## src/rtl/comm_send_pkg.sv

```systemverilog
// Shared word/sample geometry and DAC idle code for the comm_send streamer.
// COMM_SEND_OFFSET_BIN_EN selects the midscale idle code used with offset-binary DAC output.
package comm_send_pkg;

  localparam int WORD_W       = 128;
  localparam int SMP_PER_WORD = 8;
  localparam int SMP_W        = 16;
  localparam int DA_W         = 6;
  localparam int RAW_W        = 6;
  localparam int RAW_CHUNKS   = 22;

  typedef logic [WORD_W-1:0] word_t;
  typedef logic [DA_W-1:0]   da_t;

  typedef struct packed {
    da_t i;
    da_t q;
  } iq_t;

`ifdef COMM_SEND_OFFSET_BIN_EN
  localparam da_t DA_IDLE = 6'h20;
`else
  localparam da_t DA_IDLE = 6'h00;
`endif

endpackage

```

## src/rtl/comm_send_raw_ser.sv

```systemverilog
// Raw chunk selector: picks 6-bit chunk idx of a 128-bit word, LSB first; the last chunk carries the top 2 bits.
module comm_send_raw_ser
  import comm_send_pkg::*;
#(
  parameter int IDX_W = 5
) (
  input  logic             en,
  input  word_t            word,
  input  logic [IDX_W-1:0] idx,
  output logic             vld,
  output logic [RAW_W-1:0] raw
);

  // Zero-extending to a whole number of chunks lets chunk 21 use the same slice as the others.
  logic [RAW_W*RAW_CHUNKS-1:0] padded;

  assign padded = {{(RAW_W*RAW_CHUNKS-WORD_W){1'b0}}, word};

  always_comb begin
    vld = 1'b0;
    raw = '0;
    for (int j = 0; j < RAW_CHUNKS; j++) begin
      if (en && (idx == IDX_W'(j))) begin
        vld = 1'b1;
        raw = padded[RAW_W*j +: RAW_W];
      end
    end
  end

endmodule

```

## src/rtl/comm_send.sv

```systemverilog
// comm_send: pulls 128-bit words from a standard-read FIFO and plays each as 8 I/Q samples on da1/da2 plus a raw chunk stream.
// Build option COMM_SEND_OFFSET_BIN_EN: DAC codes become offset binary and idle is midscale.
module comm_send
  import comm_send_pkg::*;
#(
  parameter int SAMPLE_HOLD = 3
) (
  input  logic              CLK,
  input  logic              RST,
  output logic              rd_en,
  input  logic [WORD_W-1:0] din,
  input  logic              empty,
  output logic              da_valid,
  output logic [DA_W-1:0]   da1,
  output logic [DA_W-1:0]   da2,
  output logic              valid_raw,
  output logic [RAW_W-1:0]  raw
);

  localparam int P  = SMP_PER_WORD * SAMPLE_HOLD;
  localparam int CW = $clog2(P);
  localparam int HW = $clog2(SAMPLE_HOLD);
  localparam int KW = $clog2(SMP_PER_WORD);

  function automatic da_t to_dac(input logic signed [DA_W-1:0] v);
`ifdef COMM_SEND_OFFSET_BIN_EN
    return {~v[DA_W-1], v[DA_W-2:0]};
`else
    return da_t'(v);
`endif
  endfunction

  logic             rd_en_q, rd_en_d;
  logic             rd_pending_q, rd_pending_d;
  word_t            nxt_q, nxt_d;
  logic             nxt_valid_q, nxt_valid_d;
  word_t            cur_q, cur_d;
  logic             playing_q, playing_d;
  logic [CW-1:0]    c_q, c_d;
  logic [HW-1:0]    hold_q, hold_d;
  logic [KW-1:0]    k_q, k_d;
  logic             da_valid_q, da_valid_d;
  da_t              da1_q, da1_d;
  da_t              da2_q, da2_d;
  logic             valid_raw_q, valid_raw_d;
  logic [RAW_W-1:0] raw_q, raw_d;

  logic             avail;
  logic             period_end;
  word_t            word_in;
  iq_t              smp;

  always_comb begin
    nxt_d       = nxt_q;
    nxt_valid_d = nxt_valid_q;
    cur_d       = cur_q;
    playing_d   = playing_q;
    c_d         = c_q;
    hold_d      = hold_q;
    k_d         = k_q;
    smp         = '0;

    // A word is available either from the prefetch buffer or straight off din the cycle after a read.
    avail      = nxt_valid_q || rd_pending_q;
    word_in    = nxt_valid_q ? nxt_q : din;
    period_end = !playing_q || (c_q == CW'(P-1));

    if (period_end) begin
      if (avail) begin
        playing_d   = 1'b1;
        cur_d       = word_in;
        c_d         = '0;
        hold_d      = '0;
        k_d         = '0;
        nxt_valid_d = 1'b0;
      end else begin
        playing_d = 1'b0;
      end
    end else begin
      c_d = c_q + CW'(1);
      if (hold_q == HW'(SAMPLE_HOLD-1)) begin
        hold_d = '0;
        k_d    = k_q + KW'(1);
      end else begin
        hold_d = hold_q + HW'(1);
      end
    end

    if (rd_pending_q && !period_end) begin
      nxt_d       = din;
      nxt_valid_d = 1'b1;
    end

    rd_pending_d = rd_en_q;
    rd_en_d      = !empty && !nxt_valid_q && !rd_en_q && !rd_pending_q;

    for (int i = 0; i < SMP_PER_WORD; i++) begin
      if (k_d == KW'(i)) begin
        smp.i = cur_d[SMP_W*i+10 +: DA_W];
        smp.q = cur_d[SMP_W*i+2  +: DA_W];
      end
    end

    da_valid_d = playing_d;
    da1_d      = playing_d ? to_dac(smp.i) : DA_IDLE;
    da2_d      = playing_d ? to_dac(smp.q) : DA_IDLE;
  end

  comm_send_raw_ser #(
    .IDX_W(CW)
  ) u_raw_ser (
    .en   (playing_d),
    .word (cur_d),
    .idx  (c_d),
    .vld  (valid_raw_d),
    .raw  (raw_d)
  );

  // Output stage: every port comes straight from a flop.
  always_ff @(posedge CLK) begin
    if (RST) begin
      rd_en_q      <= 1'b0;
      rd_pending_q <= 1'b0;
      nxt_q        <= '0;
      nxt_valid_q  <= 1'b0;
      cur_q        <= '0;
      playing_q    <= 1'b0;
      c_q          <= '0;
      hold_q       <= '0;
      k_q          <= '0;
      da_valid_q   <= 1'b0;
      da1_q        <= DA_IDLE;
      da2_q        <= DA_IDLE;
      valid_raw_q  <= 1'b0;
      raw_q        <= '0;
    end else begin
      rd_en_q      <= rd_en_d;
      rd_pending_q <= rd_pending_d;
      nxt_q        <= nxt_d;
      nxt_valid_q  <= nxt_valid_d;
      cur_q        <= cur_d;
      playing_q    <= playing_d;
      c_q          <= c_d;
      hold_q       <= hold_d;
      k_q          <= k_d;
      da_valid_q   <= da_valid_d;
      da1_q        <= da1_d;
      da2_q        <= da2_d;
      valid_raw_q  <= valid_raw_d;
      raw_q        <= raw_d;
    end
  end

  assign rd_en     = rd_en_q;
  assign da_valid  = da_valid_q;
  assign da1       = da1_q;
  assign da2       = da2_q;
  assign valid_raw = valid_raw_q;
  assign raw       = raw_q;

endmodule

```

## config.mk

```make
export PLATFORM = sky130hd
export DESIGN_NAME = comm_send
export DESIGN_NICKNAME = d
export VERILOG_FILES = /design/src/rtl/comm_send_pkg.sv /design/src/rtl/comm_send_raw_ser.sv /design/src/rtl/comm_send.sv
export SDC_FILE = /design/constraint.sdc
export NUM_CORES = 1
export LEC_CHECK = 0
export CAP_MARGIN = 25
export CORE_MARGIN = 3
export CORE_UTILIZATION = 50
export CTS_BUF_LIST = sky130_fd_sc_hd__clkbuf_4 sky130_fd_sc_hd__clkbuf_8
export CTS_CLUSTER_SIZE = 24
export DETAILED_ROUTE_END_ITERATION = 8
export HOLD_SLACK_MARGIN = 0.1
export PLACE_DENSITY = 0.72
export RECOVER_POWER = 50
export SLEW_MARGIN = 20
export SYNTH_ARGS = -nofsm -noshare
export SYNTH_HDL_FRONTEND = slang
export SYNTH_SLANG_ARGS = --single-unit
```

## constraint.sdc

```tcl
create_clock -name CLK -period 7.71 [get_ports CLK]
set_input_delay 1.542 -clock CLK [delete_from_list [all_inputs] [get_ports CLK]]
set_output_delay 1.542 -clock CLK [all_outputs]
set_load 0.02 [all_outputs]
```

# Word-level counts from Yosys, hierarchy flattened
# Cells that the tools add are included.
[totals]
reg_bits = 289
latchBits = 0
mem_bits_rw = 0
romBits = 0
input_bits = 131
out_inout_bits = 21
word_cells = 158
memories = 0
[classes]
addsub = 3
multipliers = 0
n_div = 0
magnitude_cmp = 0
n_eq_ne = 31
shift = 0
mux = 68
bitwise_logic = 1
reduce_logical = 41
[op_table]
columns = ["operator", "count"]
rows = [
  ["two-way mux 128 bit", 3],
  ["two-way mux 6 bit", 21],
  ["two-way mux 12 bit", 8],
  ["equality test 5 x 4 -> 1 bit (second input constant)", 8],
  ["equality test 5 bit (second input constant)", 7],
  ["two-way mux 1 bit", 27],
  ["logical AND 1 bit", 26],
  ["equality test 5 x 3 -> 1 bit (second input constant)", 4],
  ["equality test 3 bit (second input constant)", 4],
  ["equality test 5 x 2 -> 1 bit (second input constant)", 2],
  ["two-way mux 5 bit", 2],
  ["two-way mux 3 bit", 3],
  ["two-way mux 2 bit", 4],
  ["equality test 3 x 2 -> 1 bit (second input constant)", 2],
  ["logical NOT 1 bit", 6],
  ["adder 5 x 1 -> 5 bit (second input constant)", 1],
  ["equality test 5 x 1 -> 1 bit (second input constant)", 1],
  ["logical NOT 5 bit", 1],
  ["nonzero test 2 bit", 2],
  ["OR reduction 2 bit", 2],
  ["adder 3 x 1 -> 3 bit (second input constant)", 1],
  ["equality test 3 x 1 -> 1 bit (second input constant)", 1],
  ["logical NOT 3 bit", 1],
  ["adder 2 x 1 -> 2 bit (second input constant)", 1],
  ["5 further kinds", 6],
]

# Longest topological paths before layout
# Gate-level depths: netlist of run 1.
[logic_depth]
ltp_word = 27
ltp_mapped = 14
ltp_nobuf = 9

# By module
# A second synthesis of run 1 with hierarchy kept.
[hier_totals]
hier_cells = 1736
area_unflattened_um2 = 14493.9
[by_module_without_submodules]
columns = ["mod", "instances", "cells_per_inst", "area_per_inst_um2", "seq_area_each_um2"]
rows = [
  ["comm_send", 1, 1486, 12692.2, 5785.5],
  ["comm_send_raw_ser", 1, 250, 1801.7, 0.0],
]

# Least setup slack after synthesis of run 1
# No wires, ideal clock.
[synth_path]
kind = "input-to-reg"
start = "input port din[8]"
end = "register raw_q[2], in the netlist raw[2]"
setup_time_ns = 0.155
arrival_ns = 2.985
required_time_ns = 7.555
setup_slack_ns = 4.570
cell_stages = 7
n_path_buf = 0
path_cell_list = "mux2_2 -> mux2_2 -> a221oi_1 -> o32a_1 -> a2111oi_2 -> o41ai_1 -> a221oi_1"
[synth_between]
elab_chain_len = 23
[synth_lines]
columns = ["item", "line", "source"]
rows = [
  ["from (decl)", "comm_send.sv:11", "input logic [WORD_W-1:0] din,"],
  ["two-way mux 128 bit", "comm_send.sv:65", "word_in = nxt_valid_q ? nxt_q : din;"],
  ["two-way mux 128 bit", "comm_send.sv:69", "if (avail) begin"],
  ["two-way mux 128 bit", "comm_send.sv:68", "if (period_end) begin"],
  ["two-way mux 6 bit (20 in series)", "comm_send_raw_ser.sv:23", "if (en && (idx == IDX_W'(j))) begin"],
  ["to (signal assigned)", "comm_send.sv:150", "raw_q <= raw_d;"],
  ["to (decl)", "comm_send.sv:46", "logic [RAW_W-1:0] raw_q, raw_d;"],
]
# No other way between the ends.
# A chain may end at the register's enable or synchronous reset.

# Final worst setup path of run 1
[layout_path]
start = "register c_q[1]"
end = "register raw_q[4], in the netlist raw[4]"
[layout_between]
elab_chain_len = 26
elab_cells_between_ends = 73
cone_classes = "add/sub (1); eq/ne (22); mux (25); reduce/logical (25)"
[layout_lines]
columns = ["item", "line", "source"]
rows = [
  ["from (decl)", "comm_send.sv:39", "logic [CW-1:0] c_q, c_d;"],
  ["from (signal assigned)", "comm_send.sv:128", "c_q <= '0;"],
  ["from (signal assigned)", "comm_send.sv:143", "c_q <= c_d;"],
  ["branches (longest 26 deep; another with adder 5 x 1 -> 5 bit)", "-", ""],
]
# Several ways; the timed one is not identified.

==> impl_metrics.py, run 1 <==
metrics = {
    "clocking": {
        "ctsResizeCount": 0,
        "root_buffer": "clkbuf_8",
        "cts_buffer_depth": 3,
        "hold_buffers": 0,
        "postCtsSetupBuffers": 0,
        "htree_levels": 2,
        "clk_pin_slew_worst_paths_ns": 0.06,
        "cts_buffers": 50,
        "worstSkewPairLatency_ns": 0.58,
        "cts_tree": "built",
        "clock_sinks": 289,
    },
    "setup_path": {
        "reg2reg_slack_ns": 2.05,
        "worstSetupPathType": "flip-flop to flip-flop",
        "start_kind": "flip-flop",
        "crit_required_ns": 8.23,
        "cp.arrival_ns": 6.17,
        "endpoint_kind": "flip-flop",
        "worstPathMaxFanout": 20,
    },
    "timing": {
        "report.final.setup_viol": 0,
        "layout_min_cycle_time_ns": 5.66,
        "layout_setup_ws_ns": 2.05,
        "fmax_mhz": 177,
        "setup_tns_ns": 0,
        "skew_ns": 0.0191,
        "fin_crit_sh_pct": 73.4,
        "hold-worst-slack_ns": 0.451,
        "tightest_slew_ns": 3.98,
        "rsz0062_at_grt": "false",
        "slew_headroom_pct": -165,
        "drv_slew": 171,
        "timing_hold_violations_final": 0,
    },
    "cells_and_area": {
        "n_antenna_cell": 0,
        "final_layout_size_suffix_gt1_share_pct": 7.89,
        "n_fill_cell": 2462,
        "final_cells": 2248,
        "areaGrowthSynthToFinish_pct": 17.7,
        "nets": 1970,
    },
    "detailed_routing": {
        "wl_per_cell_um": 20.9,
        "drc": 0,
        "vias": 13300,
        "drt_wl_total_mm": 47.0,
        "viasPerCell": 5.91,
        "drt_first_pass_iters": 7,
        "drt_iter0_markers": 1402,
        "final_antenna_net_count": 0,
    },
    "global_route": {
        "grt_pass1_vias": 12500,
        "grt_usage_pct": 30.0,
        "use_met3_pct": 4.91,
        "use_met2_pct": 47.2,
        "use_met1_pct": 43.6,
        "grt_pass1_wl_mm": 72.8,
        "grt_overflow": 0,
        "gr-max-usage-layer": "met2",
        "grt_max_degree": 193,
        "antenna_found_initial": 0,
    },
    "floorplanning": {
        "io-pin-count": 152,
        "die_x_um": 174,
        "die_h_um": 174,
        "fp-row-count": 60,
        "core_sq_um": 27400,
        "initial_core_util_pct": 51.7,
        "dieArea_sq_um": 30400,
    },
    "power_and_ir_drop": {
        "p_sw_share_pct": 25.2,
        "p_per_area_nw_per_um2": 205,
        "power_frac_comb_pct": 10.1,
        "p_leak_uw": 0.00563,
        "clkPwrFrac_pct": 44.9,
        "ir_drop_mv": 0.147,
        "finalPower_uw": 3420,
        "p_seq_share_pct": 45.1,
        "switchingPower_uw": 860,
        "power.internal_uw": 2560,
    },
    "place": {
        "post-dp-hpwl_mm": 33.2,
        "pre_cts_ws_ns": 3.58,
        "dpl.cell_count": 2156,
        "gp_congestion": 0.966,
        "io_buffers": 151,
    },
    "logic_synthesis": {
        "synth_area_leaders": "dfxtp_1 41%, mux2i_1 10%, nand2_1 8.7%, a21oi_1 8.5%, nor2_1 6.5%",
        "synthXorXnorAreaFrac_pct": 0.124,
        "yosysTopAreaCell": "dfxtp_1",
        "synth-seq-area-share_pct": 40.9,
        "synth_top_family_by_area": "compound AO/OA/AOI/OAI gates",
        "yosys.cell_types.count": 91,
        "synthesis.nets": 1889,
        "synthAdderAreaFrac_pct": 0.177,
        "synth_compound_area_share_pct": 22.2,
        "synth_most_common_cell": "nand2_1",
        "synth_warnings": 0,
        "synth-simple-area-share_pct": 19.6,
        "synth-seq-cells": 289,
        "synth_commonest_cells": "328 x nand2_1, 289 x dfxtp_1, 246 x nor2_1, 240 x a21oi_1, 143 x mux2i_1",
        "ys.flop_type": "dfxtp_1",
        "async_flop_share_pct": 0,
        "muxShareOfSynthArea_pct": 11.8,
        "syn-cell-area_sq_um": 14200,
        "syn_inst": 1756,
        "synth_top_area_share_pct": 40.9,
        "syn_area_per_cell_sq_um": 8.06,
        "synth_edf_count": 0,
    },
    "outcome": {
        "violations": "capacitance limit, slew limit",
        "status": "finished, violations left",
    },
    "flow_run": {
        "maxCapViolations": 3,
    },
    "hold_path": {
        "hold_path_class": "flip-flop to flip-flop",
    },
}
[sequential cells by signal (all words and copies together) (netlist names)]
register,count
k_q,3
da2,6
nxt_valid_q,1
da_valid,1
valid_raw,1
nxt_q,128
da1,6
rd_pending_q,1
rd_en,1
cur_q,128
hold_q,2
c_q,5
raw,6
[path summary, 6_finish.rpt]
path	end	cells past startpoint	from
setup / recovery	raw[4]	10	c_q[1]
hold / removal	nxt_q[110]	2	nxt_q[110]
setup reg to reg	raw[4]	10	c_q[1]
hold reg to reg	nxt_q[110]	2	nxt_q[110]
[area by class of cell]
type	count	area (sq um)	share of cell area, %
Clock buffer	81	1010	6.05
Clock inverter	10	111	0.668
Inverter	9	36.3	0.218
Multi-Input combinational cell	1320	7610	45.7
Sequential cell	289	5790	34.7
Tap cell	372	465	2.79
Timing Repair Buffer	167	1640	9.86
[through the flow]
stage / util (%) / instance area (sq um)
final: 60.8 / 16700
after global routing: 60.8 / 16700
after CTS: 61.1 / 16700
after detailed placement: 57.0 / 15600
after global placement: 56.9 / 15600
after floorplan: - / 14200
[critical path, cell delays in order, from the launching register on]
cell       delay (ns)
dfxtp_1          0.45
ha_1             0.51
nand4b_1         0.36
a21oi_1          1.55
clkbuf_1         0.77
o22a_1           0.24
a211oi_1         0.07
a2111oi_1        0.84
o2111ai_1        0.33
a31oi_1          0.31
o21a_1           0.14
[cell usage in the layout (no fill, tap or decap), drive strengths merged, types with 18 or more instances in the layout]
cell,Yosys,final
nand2,328,328
dfxtp,289,289
nor2,248,248
a21oi,244,244
clkdlybuf4s50,0,150
mux2i,144,144
clkbuf,71,85
o21ai,43,43
o211ai,33,33
a211oi,29,29
a221oi,18,18
nor3,18,18
[power by group through the flow]
stage               Combinational (uW)  Clock, uW  Sequential [uW]
floorplan                          181          0             1570
global placement                   336          0             1570
detailed placement                 340          0             1570
CTS                                341       1560             1540
global route                       369       1620             1540
finish                             345       1530             1540
[metal layers]
layer | vias up | wire length, um
met3 | 61 | 3430
met5 | - | 0
met1 | 6370 | 21800
li1 | 6342 | -
met4 | 0 | 797
met2 | 505 | 21100
[kinds of logic (layout without fill, tap and decap cells)]
logic type / count (synthesis) / count (layout)
xor gates and xnor gates: 2 / 2
AOI/OAI and AO/OA: 487 / 487
muxes: 162 / 162
DFF: 289 / 289
adders and majority gates: 2 / 2
buffers and inverters: 147 / 267
and+or+nand+nor: 667 / 667
Power figures use the tool's default switching activity.
==> run 2, diff against run 1 <==
==> constraint.sdc (replaced) <==
create_clock -name CLK -period 5.25 [get_ports CLK]
set_input_delay 1.05 -clock CLK [delete_from_list [all_inputs] [get_ports CLK]]
set_output_delay 1.05 -clock CLK [all_outputs]
set_load 0.02 [all_outputs]
==> run 2 against run 1 <==
Register-to-register slack worse by 1.2 ns. Global-route usage is 0.29 points higher. Flip-flop and latch count stayed put. Clock skew is 0.0035 ns lower. Power is 43% higher. The run ends with DRC, capacitance limit, slew limit left. First-iteration DRC count is 14% lower. Largest cell class unchanged. Largest power group unchanged. Final area is 0.26% higher.
==> impl_metrics.py, run 2 (synthesis results as in run 1) <==
metrics = {
    "outcome": {
        "status": "finished, violations left",
        "violations": "DRC, capacitance limit, slew limit",
    },
    "setup_path": {
        "worstPathMaxFanout": 86,
        "endpoint_kind": "flip-flop",
        "crit_required_ns": 5.69,
        "worstSetupPathType": "input pin to flip-flop",
        "start_kind": "input pin",
        "cp.arrival_ns": 4.90,
    },
    "cells_and_area": {
        "layout_commonest_cell": "nand2_1",
        "areaGrowthSynthToFinish_pct": 18.0,
        "n_antenna_cell": 0,
        "final_layout_size_suffix_gt1_share_pct": 8.84,
        "final_cell_mix": "327 x nand2_1, 288 x dfxtp_1, 247 x nor2_1, 240 x a21oi_1, 143 x mux2i_1",
        "n_fill_cell": 2458,
        "nets": 1983,
        "fin_util_pct": 61.0,
        "reg_top3": "cur_q (128), nxt_q (128)",
    },
    "global_route": {
        "grt_pass1_wl_mm": 73.3,
        "grt_overflow": 0,
        "grt_max_degree": 94,
        "grt_pass1_vias": 12600,
        "grt_usage_pct": 30.3,
        "antenna_found_initial": 0,
    },
    "floorplanning": {
        "fp-row-count": 60,
        "io-pin-count": 152,
        "core_sq_um": 27400,
        "die_h_um": 174,
        "die_x_um": 174,
        "initial_core_util_pct": 51.7,
        "dieArea_sq_um": 30400,
    },
    "clocking": {
        "htree_levels": 2,
        "worstSkewPairLatency_ns": 0.57,
        "cts_buffer_depth": 3,
        "root_buffer": "clkbuf_8",
        "cts_tree": "built",
        "cts_buffers": 49,
        "clk_pin_slew_worst_paths_ns": 0.06,
        "clock_sinks": 289,
        "postCtsSetupBuffers": 0,
        "hold_buffers": 0,
        "ctsResizeCount": 0,
    },
    "timing": {
        "tightest_slew_ns": 1.98,
        "report.final.setup_viol": 0,
        "layout_setup_ws_ns": 0.795,
        "layout_min_cycle_time_ns": 4.46,
        "fin_crit_sh_pct": 84.9,
        "setup_tns_ns": 0,
        "rsz0062_at_grt": "false",
        "drv_slew": 261,
        "skew_ns": 0.0156,
        "fmax_mhz": 224,
        "slew_headroom_pct": -32.1,
        "timing_hold_violations_final": 0,
    },
    "power_and_ir_drop": {
        "p_per_area_nw_per_um2": 293,
        "ir_drop_mv": 0.200,
        "finalPower_uw": 4900,
        "p_leak_uw": 0.00575,
    },
    "place": {
        "pre_cts_ws_ns": 1.36,
        "gp_congestion": 1.01,
        "post-dp-hpwl_mm": 34.0,
        "io_buffers": 151,
    },
    "detailed_routing": {
        "drt_wl_total_mm": 47.8,
        "viasPerCell": 5.94,
        "vias": 13400,
        "drt_first_pass_iters": 9,
        "wl_per_cell_um": 21.1,
        "drc": 2,
        "final_antenna_net_count": 0,
        "drt_iter0_markers": 1201,
    },
    "flow_run": {
        "maxCapViolations": 3,
    },
    "hold_path": {
        "hold_path_class": "flip-flop to flip-flop",
    },
}
## run 2: per-layer routing
layer  vias to the layer above  GRT usage [%]  routed length (um)
met5                         -              0                   0
met4                         0           8.95                1330
met3                       109           6.79                3760
met2                       553           46.4               21000
met1                      6411           42.9               21700
li1                       6365              -                   -
## run 2: worst max-delay path, cell delays in order
cell and delay, ns:
clkbuf_2 1.19, clkbuf_2 1.55, nor2_1 0.25, a22o_1 0.33, nand2_1 0.16, o31a_1 0.23
a21oi_1 0.06
## run 2: cell type report
class                           instances  area (sq um)  share of cell area, %
Sequential cell                       289          5790                   34.6
Tap cell                              372           465                   2.79
Timing Repair Buffer                  181          1740                   10.4
Multi-Input combinational cell       1320          7640                   45.7
Inverter                                9          36.3                  0.217
Clock buffer                           83          1000                   6.01
Clock inverter                          8          42.5                  0.255
## run 2: final timing paths
path	slack (ns)	end	from	cells past startpoint
worst min register to register	0.45	nxt_q[63]	nxt_q[63]	2
worst max-delay path	0.79	raw[1]	RST	7
worst max register to register	0.86	nxt_q[41]	c_q[1]	9
worst min-delay path	0.45	nxt_q[63]	nxt_q[63]	2
## run 2: per-stage QoR
| step | instances | area, sq um | hold WS [ns] |
|---|---|---|---|
| 3_5_place_dp | 2171 | 15700 | 0.445 |
| 2_1_floorplan | 1756 | 14200 | 0.432 |
| 3_3_place_gp | 2169 | 15700 | 0.438 |
| 4_1_cts | 2262 | 16800 | 0.454 |
| 6_report | 2262 | 16700 | 0.453 |
| 5_1_grt | 2262 | 16700 | 0.468 |
## run 2: power breakdown
group / internal (uW) / leakage, uW / switching, uW
combinational: 203 / 0.00285 / 309
clock: 1200 / 0.000567 / 923
sequential: 2240 / 0.00234 / 20.2
total: 3650 / 0.00575 / 1250
==> run 3, diff against run 2 <==
--- a/config.mk
+++ b/config.mk
@@ -12,7 +12,7 @@
 export CTS_CLUSTER_SIZE = 24
 export DETAILED_ROUTE_END_ITERATION = 8
 export HOLD_SLACK_MARGIN = 0.1
-export PLACE_DENSITY = 0.72
+export PLACE_DENSITY = 0.75
 export RECOVER_POWER = 50
 export SLEW_MARGIN = 20
 export SYNTH_ARGS = -nofsm -noshare
==> constraint.sdc (replaced) <==
create_clock -name CLK -period 3.92 [get_ports CLK]
set_input_delay 0.784 -clock CLK [delete_from_list [all_inputs] [get_ports CLK]]
set_output_delay 0.784 -clock CLK [all_outputs]
set_load 0.02 [all_outputs]
==> run 3 against run 2 <==
The flow finishes with violations (capacitance limit, slew limit). Count of clock-buffer cells in the layout shrank 5. Sequential share of layout area shrank 0.87 points. Cell count grew 1.1%. Final area grew 2.6%. Highest routed layer unchanged.
==> impl_metrics.py, run 3 (synthesis results as in run 1) <==
metrics = {
    "timing": {
        "report.final.setup_viol": 0,
        "drv_slew": 206,
        "skew_ns": 0.0330,
        "tightest_slew_ns": 2.09,
        "fmax_mhz": 276,
        "rsz0062_at_grt": "false",
        "slew_headroom_pct": -39.4,
        "layout_min_cycle_time_ns": 3.63,
        "fin_crit_sh_pct": 92.5,
        "setup_tns_ns": 0,
        "timing_hold_violations_final": 0,
    },
    "global_route": {
        "grt_usage_pct": 30.2,
        "grt_pass1_vias": 12600,
        "grt_max_degree": 129,
        "antenna_found_initial": 0,
        "grt_pass1_wl_mm": 72.9,
        "grt_overflow": 0,
    },
    "place": {
        "gp_congestion": 0.971,
        "placed_area_sq_um": 16000,
        "post-dp-hpwl_mm": 34.0,
        "io_buffers": 151,
    },
    "cells_and_area": {
        "nets": 2009,
        "final_layout_size_suffix_gt1_share_pct": 10.2,
        "n_antenna_cell": 0,
        "areaGrowthSynthToFinish_pct": 21.1,
        "n_fill_cell": 2458,
        "layout_commonest_cell": "nand2_1",
        "fin_area_sq_um": 17100,
        "reg_top3": "cur_q (128), nxt_q (128)",
        "final_cell_mix": "327 x nand2_1, 288 x dfxtp_1, 246 x nor2_1, 239 x a21oi_1, 143 x mux2i_1",
    },
    "floorplanning": {
        "fp-row-count": 60,
        "initial_core_util_pct": 51.7,
        "die_x_um": 174,
        "dieArea_sq_um": 30400,
        "io-pin-count": 152,
        "core_sq_um": 27400,
        "die_h_um": 174,
    },
    "clocking": {
        "postCtsSetupBuffers": 0,
        "worstSkewPairLatency_ns": 0.58,
        "cts_buffer_depth": 3,
        "ctsResizeCount": 0,
        "cts_tree": "built",
        "cts_buffers": 49,
        "clk_pin_slew_worst_paths_ns": 0.06,
        "htree_levels": 2,
        "root_buffer": "clkbuf_8",
        "hold_buffers": 0,
        "clock_sinks": 289,
    },
    "setup_path": {
        "worstPathMaxFanout": 96,
        "ff2ff_path_depth": 8,
        "cp_slowest_stage_delay_ns": 1.65,
        "rr_startpoint": "c_q[1]",
        "cp-startpoint": "RST",
        "reg2reg_slack_ns": 0.32,
        "worstSetupPathType": "input pin to flip-flop",
        "cp-endpoint": "valid_raw",
        "endpoint_kind": "flip-flop",
        "reg2reg_to": "da2[1]",
        "start_kind": "input pin",
        "worstPathCellList": "clkbuf_1 -> clkbuf_2 -> a21oi_1",
        "crit_slowest_cell": "clkbuf_2",
        "crit_required_ns": 4.24,
        "cp.arrival_ns": 3.95,
    },
    "outcome": {
        "status": "finished, violations left",
        "violations": "capacitance limit, slew limit",
    },
    "power_and_ir_drop": {
        "p_leak_uw": 0.00599,
        "p_per_area_nw_per_um2": 402,
        "finalPower_uw": 6880,
        "ir_drop_mv": 0.318,
    },
    "hold_path": {
        "hold_path_class": "flip-flop to flip-flop",
    },
    "flow_run": {
        "maxCapViolations": 3,
    },
    "detailed_routing": {
        "vias": 13500,
        "drc": 0,
        "drt_first_pass_iters": 8,
        "drt_wl_total_mm": 47.7,
        "drt_iter0_markers": 1394,
        "wl_per_cell_um": 20.8,
        "final_antenna_net_count": 0,
        "viasPerCell": 5.92,
    },
}
run 3: changes by cell type in the layout (fill, tap and decap cells not counted), moves of 2 or more:
cell and delta:
buf_4 +22, clkbuf_8 +4, clkbuf_4 -9, inv_6 +2, and2_1 -4, clkinvlp_4 +2
and2_0 +4, buf_12 +6, clkinv_2 -3, bufinv_16 +4
run 3: worst min path at each step:
stage / startpoint / endpoint / cells past startpoint
2_1_floorplan: nxt_q[11] / nxt_q[11] / 2
3_3_place_gp: rd_en / rd_en / 1
3_5_place_dp: rd_en / rd_en / 1
4_1_cts: rd_en / rd_en / 1
5_1_grt: rd_en / rd_en / 1
6_report: rd_en / rd_en / 1
run 3: final cells by class:
| cell class | instances | area (sq um) | area share [%] |
|---|---|---|---|
| timing repair buffer | 207 | 2010 | 11.7 |
| sequential | 289 | 5790 | 33.8 |
| clock inverter | 13 | 180 | 1.05 |
| multi-input combinational | 1320 | 7660 | 44.7 |
| clock buffer | 78 | 992 | 5.79 |
| tap | 372 | 465 | 2.72 |
| inverter | 9 | 36.3 | 0.212 |
run 3: critical path, delay by kind of cell:
kind,cells,cell delay (ns)
AOI/OAI and AO/OA,1,0.25
buffers and inverters,2,2.87
run 3: through the flow:
stage               hold WS (ns)  cells  utilization, %  setup slack (ns)
floorplan                  0.432   1756               -              1.36
global placement           0.437   2197            58.4             0.549
detailed placement         0.438   2197            58.4             0.427
CTS                        0.450   2288            62.6             0.404
global route               0.460   2288            62.5            0.0737
finish                     0.441   2288            62.5             0.292
run 3: routing by layer:
metal  vias to the layer above  global-route usage [%]  routed length (um)
li1                       6416                       -                   -
met1                      6467                    42.6               21200
met2                       572                    46.3               21100
met3                        94                    7.21                4150
met4                         0                    7.98                1180
met5                         -                       0                   0
run 3: report_power, final:
group          switching [uW]  internal (uW)
clock network            1270           1880
registers                30.9           3000
logic                     416            288
